<file path="src/rtl/multicycle_sequencer.sv">
// Multi-cycle control sequencer for the 3-bit-opcode processor.
// Steps each instruction through FETCH / EXEC / MEM / WB (/ SWP2) and
// decodes the per-cycle datapath enables from the current state and Op.
//
// Ports:
//   Clk, Reset          clock (rising edge), synchronous active-high reset
//   Start               begin execution (sampled in IDLE only)
//   Op, Zero            opcode from IR, ALU equality flag
//   MemReady            data memory finished its access this cycle
//   HaltIn              current instruction is the last one
//   IRLoad, PCEn, PCBranch, ALUOp, WriteSrc, RegWrite, RegWriteSel,
//   MemRead, MemWrite   datapath controls (combinational from state/Op)
//   Ack, Err            program finished / memory timeout, held in DONE
//   InstrCount          retired instructions, saturating
module multicycle_sequencer #(
  parameter int WAIT_MAX = 15,
  parameter int CNT_W    = 16
) (
  input  logic             Clk,
  input  logic             Reset,
  input  logic             Start,
  input  logic [2:0]       Op,
  input  logic             Zero,
  input  logic             MemReady,
  input  logic             HaltIn,
  output logic             IRLoad,
  output logic             PCEn,
  output logic             PCBranch,
  output logic             ALUOp,
  output logic [1:0]       WriteSrc,
  output logic             RegWrite,
  output logic             RegWriteSel,
  output logic             MemRead,
  output logic             MemWrite,
  output logic             Ack,
  output logic             Err,
  output logic [CNT_W-1:0] InstrCount
);

  localparam int WW = (WAIT_MAX < 1) ? 1 : $clog2(WAIT_MAX + 1);
  localparam logic [WW-1:0] WMAX = WW'(WAIT_MAX);

  localparam logic [2:0] OP_ADD = 3'b000, OP_SUB = 3'b001, OP_LWD = 3'b010,
                         OP_SWD = 3'b011, OP_SLT = 3'b100, OP_BEQ = 3'b101,
                         OP_SWP = 3'b110, OP_LIM = 3'b111;

  // DONE is split in two so Ack/Err are pure state decode and clear on exit.
  typedef enum logic [2:0] {
    S_IDLE, S_FETCH, S_EXEC, S_MEM, S_WB, S_SWP2, S_DONE_ACK, S_DONE_ERR
  } state_t;

  state_t        state, state_nxt;
  logic [WW-1:0] wait_cnt;
  logic          fin;       // final cycle of the current instruction
  logic [1:0]    ws_dec;
  logic          alu_dec;

  // Opcode decode shared by EXEC and WB (same encoding as the single-cycle decoder).
  always_comb begin
    ws_dec  = 2'b11;
    alu_dec = 1'b0;
    case (Op)
      OP_ADD: ws_dec = 2'b00;
      OP_SUB: begin ws_dec = 2'b00; alu_dec = 1'b1; end
      OP_LWD: ws_dec = 2'b01;
      OP_SLT: ws_dec = 2'b10;
      OP_BEQ: alu_dec = 1'b1;
      default: ;  // swd, swp, lim: 11 / add
    endcase
  end

  always_comb begin
    state_nxt   = state;
    fin         = 1'b0;
    IRLoad      = 1'b0;
    PCEn        = 1'b0;
    PCBranch    = 1'b0;
    ALUOp       = 1'b0;
    WriteSrc    = 2'b11;
    RegWrite    = 1'b0;
    RegWriteSel = 1'b0;
    MemRead     = 1'b0;
    MemWrite    = 1'b0;
    Ack         = 1'b0;
    Err         = 1'b0;
    case (state)
      S_IDLE: if (Start) state_nxt = S_FETCH;
      S_FETCH: begin
        IRLoad    = 1'b1;
        state_nxt = S_EXEC;
      end
      S_EXEC: begin
        ALUOp    = alu_dec;
        WriteSrc = ws_dec;
        case (Op)
          OP_LWD, OP_SWD: state_nxt = S_MEM;
          OP_BEQ: begin
            PCEn     = 1'b1;
            PCBranch = Zero;
            fin      = 1'b1;
          end
          default: state_nxt = S_WB;
        endcase
      end
      S_MEM: begin
        MemRead  = (Op == OP_LWD);
        MemWrite = (Op != OP_LWD);
        // A ready in the last tolerated cycle still completes the access.
        if (MemReady) begin
          if (Op == OP_LWD) state_nxt = S_WB;
          else begin
            PCEn = 1'b1;
            fin  = 1'b1;
          end
        end else if (wait_cnt == WMAX) begin
          state_nxt = S_DONE_ERR;
        end
      end
      S_WB: begin
        // ALU result was captured at the end of EXEC, so ALUOp stays at default.
        RegWrite = 1'b1;
        WriteSrc = ws_dec;
        if (Op == OP_SWP) state_nxt = S_SWP2;
        else begin
          PCEn = 1'b1;
          fin  = 1'b1;
        end
      end
      S_SWP2: begin
        RegWrite    = 1'b1;
        RegWriteSel = 1'b1;
        PCEn        = 1'b1;
        fin         = 1'b1;
      end
      S_DONE_ACK: begin
        Ack = 1'b1;
        if (!Start) state_nxt = S_IDLE;
      end
      S_DONE_ERR: begin
        Err = 1'b1;
        if (!Start) state_nxt = S_IDLE;
      end
      default: state_nxt = S_IDLE;
    endcase
    if (fin) state_nxt = HaltIn ? S_DONE_ACK : S_FETCH;
  end

  always_ff @(posedge Clk) begin
    if (Reset) begin
      state      <= S_IDLE;
      wait_cnt   <= '0;
      InstrCount <= '0;
    end else begin
      state <= state_nxt;
      if (state == S_EXEC)
        wait_cnt <= '0;
      else if (state == S_MEM && !MemReady && wait_cnt != WMAX)
        wait_cnt <= wait_cnt + 1'b1;
      if (fin && InstrCount != {CNT_W{1'b1}})
        InstrCount <= InstrCount + 1'b1;
    end
  end

endmodule
</file>
<file path="config.mk">
export PLATFORM = sky130hd
export DESIGN_NAME = multicycle_sequencer
export DESIGN_NICKNAME = d
export VERILOG_FILES = /design/src/rtl/multicycle_sequencer.sv
export SDC_FILE = /design/constraint.sdc
export NUM_CORES = 1
export LEC_CHECK = 0
export ABC_AREA = 1
export CAP_MARGIN = 20
export CORE_MARGIN = 10
export CORE_UTILIZATION = 45
export CTS_CLUSTER_DIAMETER = 50
export CTS_CLUSTER_SIZE = 16
export DETAILED_ROUTE_END_ITERATION = 12
export HOLD_SLACK_MARGIN = 0.03
export PLACE_DENSITY = 0.83
export SLEW_MARGIN = 20
export SYNTH_ARGS = -nofsm -noshare
export SYNTH_HDL_FRONTEND = slang
export SYNTH_SLANG_ARGS = --single-unit
</file>
<file path="constraint.sdc">
create_clock -name Clk -period 1.75 [get_ports Clk]
set_clock_uncertainty 0.15 [all_clocks]
set_input_delay 0.2625 -clock Clk [delete_from_list [all_inputs] [get_ports Clk]]
set_output_delay 0.2625 -clock Clk [all_outputs]
set_load 0.005 [all_outputs]
</file>
== Yosys cells after proc, flatten, opt, wreduce, memory -nomap -nowiden ==
Cells that the tools add are included.

* Add/sub/neg operators: 2
* Equal/unequal tests: 23
* Reduce and logical (&&, ||, !) cells: 15
* Multiplexer cells: 28

{| class="wikitable"
|+ Operators with widths
! operator !! count
|-
| $mux W3 || 8
|-
| $eq A3 B3 Y1 const B || 7
|-
| $pmux W3 S6 || 1
|-
| $add A16 B1 Y16 const B || 1
|-
| $ne A16 B16 Y1 const B || 1
|-
| $mux W1 || 15
|-
| $reduce_or A2 Y1 || 7
|-
| $eq A3 B2 Y1 const B || 4
|-
| $ne A4 B4 Y1 const B || 3
|-
| $ne A3 B3 Y1 const B || 3
|-
| $reduce_and A7 Y1 || 1
|-
| $reduce_bool A7 Y1 || 1
|-
| $eq A3 B1 Y1 const B || 2
|-
| $logic_not A3 Y1 || 2
|-
| $ne A3 B2 Y1 const B || 2
|-
| $pmux W2 S3 || 1
|-
| $pmux W3 S2 || 1
|-
| $add A4 B1 Y4 const B || 1
|-
| $eq A4 B4 Y1 const B || 1
|-
| $pmux W1 S4 || 1
|-
| $logic_and A1 B1 Y1 || 3
|-
| $mux W2 || 1
|-
| $logic_not A1 Y1 || 1
|}

* Logic and storage cells: 71
* Input port bits: 9
* Bits in registers: 23

== Depth between registers and ports, before layout ==
Gate-level depths: netlist of the first run.

* Depth after elaboration: 6
* Mapped depth: 12
* Gate-level depth less buffers: 11

== Worst setup path before layout of the first run ==
Ideal clock, no wire load.

* Kind: reg-to-output
* Start: register state[1]
* End: output PCEn
* Data required time: 1,337 ps
* Slack: 51 ps
* Stages on the path, launching flop included: 7
* Buffers on the path: 1
* Data arrival time: 1,286 ps
* Path through: dfxtp_1 -> inv_1 -> ha_1 -> inv_1 -> o21ai_4 -> inv_2 -> buf_6

* Cells in the longest elaborated chain, start to end: 2

{| class="wikitable"
|+ Ends and longest elaborated chain
! item !! line !! text
|-
| start: declaration || 52 || <nowiki>state_t state, state_nxt;</nowiki>
|-
| start signal: assignment || 154 || <nowiki>state <= state_nxt;</nowiki>
|-
| $eq A3 B3 Y1 / $eq A3 B2 Y1 (equally long branches) || 86 || <nowiki>case (state)</nowiki>
|-
| $pmux W1 S4 (*) || 86 ||
|-
| end: declaration || 27 || <nowiki>output logic PCEn,</nowiki>
|}

Mark *: on every way between the ends. The rest lies on a longest branch, timed or not.

== Worst setup path in the final report of the first run ==
* Start: register state[1]
* End: register InstrCount[7]

* Cells in the longest elaborated chain, start to end: 3

{| class="wikitable"
|+ Ends and longest elaborated chain
! item !! line !! text
|-
| $eq A3 B3 Y1 / $eq A3 B2 Y1 (equally long branches) || 86 ||
|-
| $pmux W1 S4 (*) || 86 ||
|-
| $logic_and A1 B1 Y1 (*) || 159 || <nowiki>if (fin && InstrCount != {CNT_W{1'b1}})</nowiki>
|-
| end signal: assignment || 160 || <nowiki>InstrCount <= InstrCount + 1'b1;</nowiki>
|-
| end: declaration || 37 || <nowiki>output logic [CNT_W-1:0] InstrCount</nowiki>
|}

Marks and branches as above.
A chain may end at the register's enable or synchronous reset.

==> impl_metrics.json, run 1 <==
{
  "status": "complete, but fails checks",
  "violations": "setup timing",
  "routed_wl_um": 6020,
  "hp-class": "flip-flop to flip-flop",
  "fp.dieH_um": 80.8,
  "pre_cts_ws_ps": -457,
  "start_util": 0.461,
  "finalHoldViolCount": 0,
  "crit_fanout": 15,
  "num_rows": 22,
  "critPathTopFamily": "simple AND/OR/NAND/NOR gates",
  "grt_pass1_wl_um": 8420,
  "clkTransAtPathRegs_ps": 90,
  "dieArea_sq_um": 6520,
  "synth_top_area_frac": 0.277,
  "clockBufferDepth": 2,
  "async_flop_share": 0,
  "peakVddDrop_mv": 0.416,
  "synthFlopType": "dfxtp_1",
  "cts_tree": "built",
  "dr_total_vias": 2101,
  "synth_fp_nets": 263,
  "dpl.hpwl_um": 3690,
  "ys_warn_count": 0,
  "drt-pass1-iter-count": 5,
  "syn-cell-area_sq_um": 1660,
  "drive_gt1_frac": 0.381,
  "final_cell_mix": "53 x buf_4, 45 x nand2_1, 28 x nand3_1, 22 x nor2_1, 21 x clkdlybuf4s50_1",
  "post-route-util": 0.750,
  "crit_type": "flip-flop to flip-flop",
  "period_share": 1.06,
  "drt_iter0_drc": 223,
  "cts_hold_buf": 0,
  "antenna_found_initial": 0,
  "crit_path_start_kind": "flip-flop",
  "worstHoldStart": "wait_cnt[3]$_SDFFE_PP0P_",
  "ys_types": 34,
  "totalNegativeSetupSlack_ps": -529,
  "seq_area_sq_um": 474,
  "synth_enable_flop_cells": 0,
  "fillers": 241,
  "finalPower_mw": 1.52,
  "grt_pass1_vias": 1823,
  "hold_slack_ps": 335,
  "r2r-start": "state[1]$_SDFFE_PP0P_",
  "syn_avg_cell_area_sq_um": 6.67,
  "stdcell_count": 392,
  "maxCapViolCount": 0,
  "final_common_cell": "buf_4",
  "grt_max_degree": 16,
  "p_leak_nw": 1.23,
  "ios": 37,
  "clk-insertion-delay-late_ps": 270,
  "multi_input_area_sq_um": 1200,
  "dp.cells": 377,
  "grt_setup_unrepaired": "true",
  "cts_buffers": 3,
  "yosysTopAreaCell": "dfxtp_1",
  "crit_chain": "buf_4, nor2_4, nand3_2, nand2_2, o21ai_4, inv_2, buf_4, nand3_1, a21oi_1",
  "viasPerCell": 5.36,
  "cpMostUsedCell": "buf_4",
  "max_slew_margin": 0.803,
  "drt-wirelength-per-cell_um": 15.3,
  "nNetsFinal": 359,
  "area_growth_pct": 62.7,
  "syn-instance-count": 249,
  "fmax_mhz": 539,
  "drc": 0,
  "ctsHtreeMaxLevel": 1,
  "crit_buf_inv": 3,
  "ys_seq_area_frac": 0.277,
  "placed_cell_area_sq_um": 2410,
  "clock_sinks": 23,
  "crit_required_ps": 1780,
  "gp_congestion": 0.889,
  "grt_usage": 0.157,
  "diodes": 0,
  "grt_overflow": 0,
  "fin_area_sq_um": 2700,
  "setup_viol": 10,
  "coreArea_sq_um": 3610,
  "max_stage_delay_ps": 370,
  "setup_ws_ps": -105,
  "die_x_um": 80.8,
  "drtAntennaViolNets": 0,
  "worstMarginPinSlew_ps": 293,
  "crit_start": "state[1]$_SDFFE_PP0P_",
  "worstPathArrival_ps": 1890,
  "power_per_cell_area_nw_per_um2": 563,
  "slowest_stage": "dfxtp_4",
  "fin_crit_ps": 1860,
  "ys_ff_latch": 23,
  "port_buffers": 36,
  "root_buffer": "clkbuf_8",
  "final_max_slew_viol_count": 0,
  "yosys-top-cells-area": "dfxtp_1 28%, nand2_1 12%, nand3_1 11%",
  "critPathCaptureType": "flip-flop"
}
[repair_timing]
action | 4_1_cts | 5_1_grt
pin swaps | 5 | 17
gates resized for setup | 49 | 47
endpoints found under the setup margin | 32 | 32
buffers inserted | 3 | 8
[logic make-up (layout without fill, tap and decap cells)]
| family | count (synthesis) | count (layout) | synth area share |
|---|---|---|---|
| AND/OR/NAND/NOR | 145 | 145 | 0.428 |
| buffers and inverters | 35 | 130 | 0.0934 |
| AO/OA/AOI/OAI | 29 | 29 | 0.100 |
| flip-flops | 23 | 23 | 0.277 |
| XOR/XNOR | 12 | 12 | 0.0633 |
| adder cells (fa/ha/maj) | 5 | 5 | 0.0377 |
[cell usage after synthesis, types with 2 or more instances]
master / n
ha_1: 5
nand3_1: 35
xor2_1: 8
nand2_1: 55
a21oi_1: 21
nor3_1: 5
inv_2: 3
nor2_1: 27
nand2_2: 5
dfxtp_1: 23
inv_1: 26
o21ai_0: 3
nor2_4: 2
nand3_2: 2
nand4_1: 4
o211ai_1: 2
buf_6: 3
xnor2_1: 4
[worst paths after layout]
check                                    end  slack, ps  cells after the start
setup reg to reg  InstrCount[7]$_SDFFE_PP0P_       -110                      9
hold / removal      wait_cnt[3]$_SDFFE_PP0P_        340                      2
hold reg to reg     wait_cnt[3]$_SDFFE_PP0P_        340                      2
setup / recovery  InstrCount[7]$_SDFFE_PP0P_       -110                      9
[layer usage]
layer / share of wire / global-route usage
met1: 0.40 / 0.189
met2: 0.51 / 0.277
met4: 0.031 / 0.0450
met3: 0.056 / 0.0287
met5: 0 / 0
[layout make-up]
| cell class | instances | area share |
|---|---|---|
| Multi-Input combinational cell | 191 | 0.445 |
| Timing Repair Buffer | 97 | 0.300 |
| Sequential cell | 23 | 0.175 |
| Inverter | 29 | 0.0403 |
| Tap cell | 48 | 0.0222 |
| Clock buffer | 4 | 0.0167 |
[where the power goes]
part           internal (mW)  switching (mW)
Combinational          0.280           0.326
Sequential             0.545          0.0346
Clock                  0.163           0.174
[tightest hold or removal path, delay by kind of cell (launching register included)]
kind               cells  cell delay (ps)
AOI/OAI and AO/OA      1               50
and+or+nand+nor        1               60
DFF                    1              320
[flip-flops by register name (all words and copies together), names as in the netlist]
name and flops:
state 3, InstrCount 16, wait_cnt 4
(Power assumes the default switching activity.)
==> run 2, diff against run 1 <==
GPL_ROUTABILITY_DRIVEN = 0   (was default)
==> results of run 2 <==
Final layout, timing and power as in run 1 (identical DEF).
